## src/rtl/dice_display.sv

```systemverilog
// Display stage for the electronic dice: blinking live view while rolling, then settle, latch, validate and show pips.
// Optional build macro DICE_DISPLAY_HIST_EN adds a 4-deep history of legal faces on output hist.
module dice_display #(
  parameter int SETTLE_CYCLES = 2,
  parameter int BLINK_DIV     = 4,
  parameter int CNT_W         = 8
) (
  input  logic             clk,
  input  logic             reset,
  input  logic             button,
  input  logic [2:0]       throw,
  output logic [6:0]       pips,
  output logic [2:0]       face,
  output logic             valid,
  output logic             rolling,
  output logic             done,
  output logic             err,
  output logic [CNT_W-1:0] throw_count
`ifdef DICE_DISPLAY_HIST_EN
  ,
  output logic [11:0]      hist
`endif
);

  localparam logic [1:0] S_IDLE   = 2'd0;
  localparam logic [1:0] S_ROLL   = 2'd1;
  localparam logic [1:0] S_SETTLE = 2'd2;
  localparam logic [1:0] S_SHOW   = 2'd3;

  localparam int BW = (BLINK_DIV > 1) ? $clog2(BLINK_DIV) : 1;
  localparam int SW = (SETTLE_CYCLES > 1) ? $clog2(SETTLE_CYCLES) : 1;
  localparam logic [BW-1:0] BLINK_LAST  = BW'(BLINK_DIV - 1);
  localparam logic [SW-1:0] SETTLE_LAST = SW'(SETTLE_CYCLES - 1);

  logic [1:0]       r_state;
  logic [BW-1:0]    r_blink_cnt;
  logic             r_phase;
  logic [SW-1:0]    r_settle_cnt;
  logic [6:0]       r_pips;
  logic [2:0]       r_face;
  logic             r_valid;
  logic             r_rolling;
  logic             r_done;
  logic             r_err;
  logic [CNT_W-1:0] r_count;

  logic             w_blink_wrap;
  logic [BW-1:0]    w_blink_cnt_nxt;
  logic             w_phase_nxt;
  logic [6:0]       w_live_pips;
  logic             w_legal;
  logic             w_sample;

  function automatic logic [6:0] pip_map(input logic [2:0] v);
    case (v)
      3'd1:    pip_map = 7'h08;
      3'd2:    pip_map = 7'h41;
      3'd3:    pip_map = 7'h49;
      3'd4:    pip_map = 7'h63;
      3'd5:    pip_map = 7'h6B;
      3'd6:    pip_map = 7'h77;
      default: pip_map = 7'h00;
    endcase
  endfunction

  // Blink advances on every ROLL/SETTLE edge; pips register takes the phase that will hold after this edge.
  assign w_blink_wrap    = (r_blink_cnt == BLINK_LAST);
  assign w_blink_cnt_nxt = w_blink_wrap ? '0 : r_blink_cnt + 1'b1;
  assign w_phase_nxt     = w_blink_wrap ? ~r_phase : r_phase;
  assign w_live_pips     = w_phase_nxt ? pip_map(throw) : 7'h00;

  assign w_legal  = (throw != 3'd0) && (throw != 3'd7);
  assign w_sample = (r_state == S_SETTLE) && !button && (r_settle_cnt == SETTLE_LAST);

  // NOTE: sequential state uses non-blocking assignments so every register sees pre-edge values.
  always_ff @(posedge clk) begin
    // NOTE: every register here is cleared by the synchronous reset; nothing is left to power-up values.
    if (reset) begin
      r_state      <= S_IDLE;
      r_blink_cnt  <= '0;
      r_phase      <= 1'b0;
      r_settle_cnt <= '0;
      r_pips       <= 7'h00;
      r_face       <= 3'd0;
      r_valid      <= 1'b0;
      r_rolling    <= 1'b0;
      r_done       <= 1'b0;
      r_err        <= 1'b0;
      r_count      <= '0;
    end else begin
      r_done <= 1'b0;
      r_err  <= 1'b0;
      case (r_state)
        S_IDLE: begin
          r_valid <= 1'b0;
          if (button) begin
            r_state     <= S_ROLL;
            r_rolling   <= 1'b1;
            r_blink_cnt <= '0;
            r_phase     <= 1'b1;
            r_pips      <= pip_map(throw);
          end else begin
            r_rolling <= 1'b0;
            r_pips    <= 7'h00;
          end
        end

        S_ROLL: begin
          r_rolling   <= 1'b1;
          r_valid     <= 1'b0;
          r_blink_cnt <= w_blink_cnt_nxt;
          r_phase     <= w_phase_nxt;
          r_pips      <= w_live_pips;
          if (!button) begin
            r_state      <= S_SETTLE;
            r_settle_cnt <= '0;
          end
        end

        S_SETTLE: begin
          if (button) begin
            r_state      <= S_ROLL;
            r_settle_cnt <= '0;
            r_blink_cnt  <= w_blink_cnt_nxt;
            r_phase      <= w_phase_nxt;
            r_pips       <= w_live_pips;
          end else if (w_sample) begin
            r_rolling <= 1'b0;
            if (w_legal) begin
              r_state <= S_SHOW;
              r_face  <= throw;
              r_pips  <= pip_map(throw);
              r_valid <= 1'b1;
              r_done  <= 1'b1;
              if (r_count != {CNT_W{1'b1}}) r_count <= r_count + 1'b1;
            end else begin
              r_state <= S_IDLE;
              r_face  <= 3'd0;
              r_pips  <= 7'h00;
              r_valid <= 1'b0;
              r_err   <= 1'b1;
            end
          end else begin
            r_settle_cnt <= r_settle_cnt + 1'b1;
            r_blink_cnt  <= w_blink_cnt_nxt;
            r_phase      <= w_phase_nxt;
            r_pips       <= w_live_pips;
          end
        end

        default: begin
          r_rolling <= 1'b0;
          // Face stays on display until the next latch; only valid drops on a new press.
          if (button) begin
            r_state     <= S_ROLL;
            r_rolling   <= 1'b1;
            r_valid     <= 1'b0;
            r_blink_cnt <= '0;
            r_phase     <= 1'b1;
            r_pips      <= pip_map(throw);
          end
        end
      endcase
    end
  end

`ifdef DICE_DISPLAY_HIST_EN
  logic [11:0] r_hist;

  always_ff @(posedge clk) begin
    if (reset) begin
      r_hist <= 12'h000;
    end else if (w_sample && w_legal) begin
      r_hist <= {r_hist[8:0], throw};
    end
  end

  assign hist = r_hist;
`endif

  assert property (@(posedge clk) disable iff (reset) !(r_done && r_err));
  assert property (@(posedge clk) disable iff (reset) (r_done || r_err) |=> !(r_done || r_err));

  assign pips        = r_pips;
  assign face        = r_face;
  assign valid       = r_valid;
  assign rolling     = r_rolling;
  assign done        = r_done;
  assign err         = r_err;
  assign throw_count = r_count;

endmodule

```

## config.mk

```make
export PLATFORM = sky130hd
export DESIGN_NAME = dice_display
export DESIGN_NICKNAME = d
export VERILOG_FILES = /design/src/rtl/dice_display.sv
export SDC_FILE = /design/constraint.sdc
export NUM_CORES = 1
export LEC_CHECK = 0
export ABC_AREA = 1
export BUFFER_PORTS_ARGS = -buffer_cell sky130_fd_sc_hd__buf_4
export CORE_MARGIN = 2
export CORE_UTILIZATION = 35
export CTS_BUF_LIST = sky130_fd_sc_hd__clkbuf_16
export DETAILED_ROUTE_END_ITERATION = 10
export PLACE_DENSITY = 0.62
export SYNTH_ARGS = -nofsm -noshare
export SYNTH_HDL_FRONTEND = slang
export SYNTH_SLANG_ARGS = --single-unit
```

## constraint.sdc

```tcl
create_clock -name clk -period 2 [get_ports clk]
set_input_delay 0.2 -clock clk [delete_from_list [all_inputs] [get_ports clk]]
set_output_delay 0.2 -clock clk [all_outputs]
set_load 0.01 [all_outputs]
```

==> results of run 1 <==
## stage by stage
stage	area [um2]	std cells	total power, mW	util [%]
2_1_floorplan	1326	186	1.047	-
3_3_place_gp	1559	256	1.204	42.58
3_5_place_dp	1559	256	1.201	42.58
4_1_cts	1639	260	1.649	44.77
5_1_grt	1639	260	1.758	44.77
6_report	1639	260	1.636	44.77
## cell type report
type	count	share of cell area, %
sequential	25	30.53
clock inverter	1	0.3053
timing repair buffer	27	12.37
tap	48	3.664
clock buffer	3	4.580
multi-input combinational	131	42.82
inverter	25	5.725
## worst max-delay path, delay by kind of cell, from the launching register on
kind            cells  cell delay, ps
simple gates        4             550
flops               1             370
fa+ha+maj           1             280
buf+inv             2             260
compound gates      1              50
## worst min path at each step
| stage | endpoint | cells after the start | slack, ps | startpoint |
|---|---|---|---|---|
| 3_3_place_gp | face[1] | 3 | 440 | throw[1] |
| 5_1_grt | face[1] | 3 | 230 | throw[1] |
| 2_1_floorplan | face[1] | 2 | 300 | throw[1] |
| 6_report | face[1] | 3 | 170 | throw[1] |
| 3_5_place_dp | face[1] | 3 | 440 | throw[1] |
| 4_1_cts | face[1] | 3 | 170 | throw[1] |
## power by group through the flow
stage	Combinational [mW]	Clock, mW	Sequential, mW
final	0.567	0.438	0.631
after CTS	0.568	0.450	0.630
after detailed placement	0.561	0	0.640
after global routing	0.643	0.472	0.643
after global placement	0.565	0	0.639
after floorplan	0.403	0	0.644
## logic make-up (layout without fill, tap and decap cells)
| logic type | count (synthesis) | count (layout) | share of synthesized area, % |
|---|---|---|---|
| adders and majority gates | 6 | 6 | 5.660 |
| AOI/OAI and AO/OA | 35 | 35 | 14.44 |
| buffers and inverters | 30 | 56 | 9.340 |
| and+or+nand+nor | 85 | 85 | 29.53 |
| xor gates and xnor gates | 5 | 5 | 3.302 |
| DFF | 25 | 25 | 37.74 |
## per-layer routing
| metal | wire (um) | vias up | part of all wire, % |
|---|---|---|---|
| met5 | 0 | - | 0 |
| met4 | 27 | 0 | 0.97 |
| met3 | 100 | 2 | 3.6 |
| met2 | 1309 | 26 | 47 |
| met1 | 1341 | 554 | 48 |
| li1 | - | 649 | - |
## registers in the layout, summed over array words and instances (netlist names)
register      count
r_state           2
face              3
done              1
pips              4
throw_count       8
err               1
r_blink_cnt       2
valid             1
r_settle_cnt      1
rolling           1
r_phase           1
## layout by cell type (no fill, tap or decap)
cell       synthesis  final
xnor2_1            3      3
a21oi_1           16     16
a31oi_1            1      1
buf_4              3     27
nand3_1            8      8
nand4_1            1      1
and2_1             1      1
dfxtp_1           25     25
nor3_1             4      4
a211oi_1           1      1
a21oi_2            1      1
nor2_8             1      1
inv_2              2      2
nand3_2            1      1
o21bai_1           1      1
nor2_1            17     17
clkbuf_16          0      3
o21ai_0           14     14
nor2_4             1      1
nand2_4            2      2
ha_1               6      6
inv_1             23     23
clkinv_2           0      1
a21boi_2           1      1
nand3b_1           2      2
xor2_1             2      2
nand2_1           47     47
==> run summary, run 1 <==
Status -> finished, final reports clean
Yosys warns -> 0
Area Overhead vs Synth -> 23.58%
CP startpoint -> r_state[0]
Met3 global-route usage -> 2.055%
Setup crit end kind -> flop
RSZ-0062 raised after global routing -> no
Lkg Pwr -> 0.8007 nW
Hold Crit Class -> input pin to flop
Fin Setup TNS -> 0 ps
Sink Count -> 25
Die Ht -> 65.56 um
Reg area -> 500.5 um2
Initial antenna violation count -> 0
Vias -> 1231
Gate power share -> 34.7%
Worst setup margin -> 374.6 ps
Skew final -> 0.8492 ps
# resized after CTS -> 0
Data arrival, critical path -> 1770 ps
Setup-failing EPs final -> 0
Slowest CP cell -> dfxtp_1
Hold Buf Count CTS -> 0
Reg2reg end -> pips[0]
CTS tree -> done
Clk_lat worst skew -> 250 ps
Min Hold Slack -> 174.0 ps
Clock buffer depth -> 2
Synthesized flop and latch total -> 25
Share of layout cells above drive strength 1 -> 18.87%
Clk slew on worst S/H paths -> 60 ps
Slew headroom -> 81.09%
Cell row count -> 22
Most instantiated library cell after synthesis -> nand2_1
PwrDens -> 998.1 nW/um2
Starting Density -> 36.23%
Post-synth ARST share -> 0%
Residual DRC -> 0
DR vias/cell -> 4.735
Nets@finish -> 225
IO Count -> 28
Post-synth EDFFs -> 0
Switching Fraction -> 35.02%
GR Overflow Total -> 0
DR WL/cell -> 10.69 um
CTS buffer count -> 3
Critical path class -> flop to flop
Placeable Area -> 3661 um2
Worst-path cell chain -> inv_1, ha_1, nor2_1, nand3b_1, inv_1, nor2_1, nand2_1, a21oi_1
Layer with the highest usage -> met2
Flop pwr share -> 38.6%
Slew @ Worst Pin -> 283.3 ps
Area of the multi-input gates -> 701.9 um2
Reg2reg setup slack -> 370 ps
Sequential cell area fraction in the yosys report -> 37.74%
Synthesized area -> 1326 um2
Final Wtd Congestion -> 0.8005
DP HPWL -> 2098 um
Clock Tree Root -> clkbuf_16
Global Route Usage Sum -> 14.68%
Routed wire length -> 2780 um
Vias in the first global route -> 1156
R2R cell count -> 8
Ys flop type -> dfxtp_1
Crit Reg-Reg Startpoint -> r_state[0]
Net Count, Synth -> 198
Pre-Repair DR Iteration Count -> 6
Maximum fanout along the worst path -> 6
Endpoints failing hold -> 0
Setup WS pre-CTS -> 399.6 ps
Clk pwr share -> 26.8%
Max Clock Freq -> 615.2 MHz
# fillers -> 387
Period Utilization, post-route -> 81.27%
First-pass GRT wire length -> 5002 um
Worst IR drop on VDD -> 0.3310 mV
Grt met2 use -> 26.02%
DRT antenna net count -> 0
Library cells used by synthesis -> 26
Critical Path End -> pips[0]
H-tree depth -> 1
CP required -> 2140 ps
Top-area cell type share of the netlist area -> 37.74%
Pin count of the biggest net entering global routing -> 17
Met1 GRT Util -> 18.23%
Mapped Cells -> 186
Iteration-0 DRC Markers -> 43
Ant diodes -> 0
Synth top area cells -> dfxtp_1 (38%), nand2_1 (13%), inv_1 (6.5%)
I/O Buffers -> 27
Slew Limit Fails -> 0
Post-CTS Setup Bufs -> 0
Int Pwr -> 1.063 mW
Synthesized area per cell -> 7.130 um2
Post-synth top area cell -> dfxtp_1
Die Width -> 65.56 um
MaxCap Viol Count -> 0
Slowest stage delay, CP -> 370 ps
Synth cell count leaders -> nand2_1 (47), dfxtp_1 (25), inv_1 (23)
Net Switching -> 0.5729 mW
Die ar. -> 4297 um2
Minimum clock period -> 1625 ps
Setup crit start kind -> flop
Power figures use the tool's default switching activity.
==> inputs of run 2 (changes only) <==
==> constraint.sdc (replaced) <==
create_clock -name clk -period 1.6 [get_ports clk]
set_input_delay 0.16 -clock clk [delete_from_list [all_inputs] [get_ports clk]]
set_output_delay 0.16 -clock clk [all_outputs]
set_load 0.01 [all_outputs]
==> run 2 against run 1 <==
Register-to-register slack worse by 230 ps. Global-route usage down 0.12 points. Sequential power is 26% higher. Non-clock buffer count up 2. Setup slack got worse by 230 ps. Cell count increased by 0.77%. Utilization increased by 0.92 points.
==> run summary, run 2 (synthesis gave the netlist of run 1 again) <==
Status -> finished, final reports clean
Crit Reg-Reg Startpoint -> r_state[0]
Slowest stage delay, CP -> 370 ps
Die Width -> 65.56 um
Buffers and inverters on the worst path -> 2
Initial antenna violation count -> 0
CP required -> 1790 ps
Slew headroom -> 81.62%
PwrDens -> 1248 nW/um2
DR vias/cell -> 4.538
Final Wtd Congestion -> 0.7844
Sink Count -> 25
First-pass GRT wire length -> 4933 um
Pre-Repair DR Iteration Count -> 4
Lkg Pwr -> 0.8087 nW
Ant diodes -> 0
Iteration-0 DRC Markers -> 50
Pin count of the biggest net entering global routing -> 17
Setup crit end kind -> flop
Clock Tree Root -> clkbuf_16
Setup-failing EPs final -> 0
DR WL/cell -> 10.34 um
Slowest CP cell -> dfxtp_1
Hold EP -> face[1]
Minimum clock period -> 1453 ps
Share of layout cells above drive strength 1 -> 21.03%
Largest delay share family, worst path -> flip-flops
Routed wire length -> 2710 um
GR Overflow Total -> 0
Slew Limit Fails -> 0
Die ar. -> 4297 um2
Final total power -> 2.087 mW
Hold Buf Count CTS -> 0
Clk slew on worst S/H paths -> 60 ps
Hold path depth -> 3
Reg2reg end -> valid
Data arrival, critical path -> 1640 ps
RSZ-0062 raised after global routing -> no
CTS buffer count -> 3
Vias in the first global route -> 1098
Setup crit start kind -> flop
Fin Setup TNS -> 0 ps
Slew @ Worst Pin -> 275.4 ps
Skew final -> 2.684 ps
Most frequent cells in the layout -> nand2_1 (47), buf_4 (29), dfxtp_1 (24)
Residual DRC -> 0
Global Route Usage Sum -> 14.56%
Endpoints failing hold -> 0
Worst-path cell chain -> inv_1, ha_4, nor2_2, nand3b_1, inv_1, o21ai_0, a21oi_1
Worst IR drop on VDD -> 0.4766 mV
Nets@finish -> 227
Clk_lat worst skew -> 250 ps
IO Count -> 28
Area Overhead vs Synth -> 26.13%
Placeable Area -> 3661 um2
Hold_sp -> throw[1]
DP HPWL -> 2097 um
Most used cell, CP -> inv_1
Reg2reg setup slack -> 150 ps
MaxCap Viol Count -> 0
Starting Density -> 36.23%
Max Clock Freq -> 688.1 MHz
H-tree depth -> 1
Hold Crit Class -> input pin to flop
Die Ht -> 65.56 um
I/O Buffers -> 27
Clock buffer depth -> 2
Critical path class -> flop to flop
R2R cell count -> 7
Period Utilization, post-route -> 90.83%
Vias -> 1189
Max reg flops -> 8
Post-CTS Setup Bufs -> 0
Maximum fanout along the worst path -> 6
Cell row count -> 22
CTS tree -> done
Commonest non-fill, non-tap cell in the layout -> nand2_1
DRT antenna net count -> 0
-- run 2: worst reg2reg max path, delay by kind of cell (launching register included) --
kind	cells	cell delay (ps)
AND/OR/NAND/NOR	2	300
AO/OA/AOI/OAI	2	240
flip-flops	1	370
adder cells (fa/ha/maj)	1	190
buffers and inverters	2	280
-- run 2: per-layer routing --
layer	global-route usage [%]	part of all wire (%)
met4	4.688	1.0
met5	0	0
met1	18.93	50
met2	24.62	46
met3	2.226	2.8
-- run 2: cell type report --
cell class                      count  area, um2
Inverter                           25      93.84
Multi-Input combinational cell    131      716.9
Clock inverter                      1      7.507
Sequential cell                    25      501.7
Fill cell                         389       1988
Timing Repair Buffer               29      217.7
Clock buffer                        3      75.07
Tap cell                           48      60.06
-- run 2: report_power, final --
part	switching (mW)	leakage, nW	total (mW)	internal [mW]
Sequential	0.0744	0.203	0.795	0.720
Combinational	0.433	0.568	0.737	0.305
Clock	0.216	0.0371	0.555	0.339
-- run 2: worst max path at each step --
stage / slack (ps) / to / startpoint / cells after the start
final: 150 / valid / r_state[0] / 7
after global routing: 10 / r_phase / r_state[0] / 9
after CTS: 50 / valid / r_state[0] / 7
after detailed placement: 0.2 / valid / r_state[0] / 7
after global placement: 70 / pips[0] / r_state[0] / 8
after floorplan: 180 / pips[0] / r_state[0] / 8
-- run 2: what timing repair did --
item                       in CTS  in global routing
setup endpoints to repair       1                 17
pin swaps                       0                  1
gates resized for setup         1                  4
-- run 2: through the flow --
stage | cells | util (%) | worst slack, ps | hold WS [ps] | cell area [um2]
after floorplan | 186 | - | 184.1 | 263.1 | 1326
after global placement | 258 | 42.99 | 74.00 | 397.3 | 1574
after detailed placement | 258 | 42.99 | 0.2353 | 399.9 | 1574
after CTS | 262 | 45.32 | 50.66 | 131.9 | 1659
after global routing | 262 | 45.69 | 10.45 | 160.8 | 1673
final | 262 | 45.69 | 146.7 | 134.1 | 1673
==> inputs of run 3 (changes only) <==
--- a/config.mk
+++ b/config.mk
@@ -9,9 +9,9 @@
 export BUFFER_PORTS_ARGS = -buffer_cell sky130_fd_sc_hd__buf_4
 export CORE_MARGIN = 2
 export CORE_UTILIZATION = 35
-export CTS_BUF_LIST = sky130_fd_sc_hd__clkbuf_16
 export DETAILED_ROUTE_END_ITERATION = 10
 export PLACE_DENSITY = 0.62
+export SLEW_MARGIN = 5
 export SYNTH_ARGS = -nofsm -noshare
 export SYNTH_HDL_FRONTEND = slang
 export SYNTH_SLANG_ARGS = --single-unit
==> run 3 against run 2 <==
Critical path type unchanged. Non-clock buffer count stayed put. Hold slack got worse by 13 ps. Register-to-register slack about the same. Global-route usage did not move. Final area decreased by 2.0%. Fmax decreased by 0.13%.
==> run summary, run 3 (synthesis gave the netlist of run 1 again) <==
Status -> finished, final reports clean
Crit Reg-Reg Startpoint -> r_state[0]
CTS buffer count -> 3
Commonest non-fill, non-tap cell in the layout -> nand2_1
PwrDens -> 1163 nW/um2
Lkg Pwr -> 0.7933 nW
Cell row count -> 22
Hold_sp -> throw[1]
Min Hold Slack -> 120.9 ps
DP HPWL -> 2097 um
Share of layout cells above drive strength 1 -> 21.03%
Max reg flops -> 8
Starting Density -> 36.23%
Final non-filler cell total -> 262
Skew final -> 5.020 ps
DR WL/cell -> 10.34 um
Setup crit start kind -> flop
Clk_lat worst skew -> 260 ps
Setup-failing EPs final -> 0
Hold Buf Count CTS -> 0
Global Route Usage Sum -> 14.56%
Pre-Repair DR Iteration Count -> 4
Max Clock Freq -> 687.2 MHz
Clock Tree Root -> clkbuf_8
Area Overhead vs Synth -> 23.58%
Placed cells -> 258
Reg2reg setup slack -> 140 ps
DRT antenna net count -> 0
I/O Buffers -> 27
IO Count -> 28
Vias -> 1184
DR vias/cell -> 4.519
Nets@finish -> 227
Residual DRC -> 0
Slew headroom -> 81.53%
Routed wire length -> 2710 um
Placeable Area -> 3661 um2
# fillers -> 394
Clock buffer depth -> 2
GR Overflow Total -> 0
Hold Crit Class -> input pin to flop
Initial antenna violation count -> 0
Critical path class -> flop to flop
Most frequent cells in the layout -> nand2_1 (47), buf_4 (29), dfxtp_1 (24)
Ant diodes -> 0
RSZ-0062 raised after global routing -> no
MaxCap Viol Count -> 0
Maximum fanout along the worst path -> 6
Setup crit end kind -> flop
Data arrival, critical path -> 1660 ps
CP required -> 1800 ps
Slew @ Worst Pin -> 276.8 ps
R2R cell count -> 7
Sink Count -> 25
Iteration-0 DRC Markers -> 51
Clk slew on worst S/H paths -> 90 ps
Slew Limit Fails -> 0
Period Utilization, post-route -> 90.94%
Vias in the first global route -> 1098
Final Wtd Congestion -> 0.7844
CTS tree -> done
Die Ht -> 65.56 um
First-pass GRT wire length -> 4933 um
Hold path depth -> 3
Fin Setup TNS -> 0 ps
Minimum clock period -> 1455 ps
H-tree depth -> 1
Pin count of the biggest net entering global routing -> 17
Final total power -> 1.907 mW
Reg2reg end -> valid
Area of the multi-input gates -> 716.9 um2
Reg area -> 501.7 um2
Worst IR drop on VDD -> 0.4434 mV
Die Width -> 65.56 um
Endpoints failing hold -> 0
Post-CTS Setup Bufs -> 0
Die ar. -> 4297 um2
Hold EP -> face[1]
==> run 3: changes by cell type in the layout (fill, tap and decap cells not counted) <==
| cell | previous run | this run |
|---|---|---|
| clkbuf_16 | 3 | 0 |
| clkbuf_8 | 0 | 3 |
==> run 3: how the worst max path moves through the flow <==
stage / from / end / slack [ps] / cells past startpoint
after CTS: r_state[0] / valid / 50 / 7
after detailed placement: r_state[0] / valid / 0.2 / 7
after global placement: r_state[0] / pips[0] / 70 / 8
after global routing: throw_count[0] / throw_count[4] / 6 / 8
final: r_state[0] / valid / 140 / 7
after floorplan: r_state[0] / pips[0] / 180 / 8
==> run 3: critical path, cell delays in order (launching register included) <==
cell      delay [ps]
dfxtp_1          380
inv_1            100
ha_4             190
nor2_2           140
nand3b_1         160
inv_1            180
o21ai_0          100
a21oi_1          140
==> run 3: what timing repair did <==
| item | in CTS | in global routing |
|---|---|---|
| setup endpoints to repair | 2 | 17 |
| cloned | 0 | 0 |
| pin swaps | 0 | 1 |
| resized for setup | 1 | 4 |
==> run 3: where the power goes <==
part	internal [mW]	switching (mW)	leakage, nW	total, mW
registers	0.720	0.0749	0.203	0.794
clock network	0.176	0.201	0.0217	0.377
logic	0.304	0.431	0.568	0.736
==> run 3: through the flow <==
stage / cell area [um2] / util (%) / setup slack, ps
floorplan: 1326 / - / 184.1
CTS: 1625 / 44.40 / 47.91
global placement: 1574 / 42.99 / 74.00
global route: 1639 / 44.77 / 6.243
detailed placement: 1574 / 42.99 / 0.2353
finish: 1639 / 44.77 / 144.9
==> run 3: area by class of cell <==
class,instances,share of cell area [%]
multi-input cells,131,43.74
clock inverters,1,0.4580
clock buffers,3,2.519
flip-flops and latches,25,30.61
inverters,25,5.725
repair buffers,29,13.28
well taps,48,3.664
==> run 3: routing by layer <==
layer / global-route usage, % / wire [um]
met3: 2.226 / 74
met4: 4.688 / 27
met5: 0 / 0
met1: 18.93 / 1362
met2: 24.62 / 1246
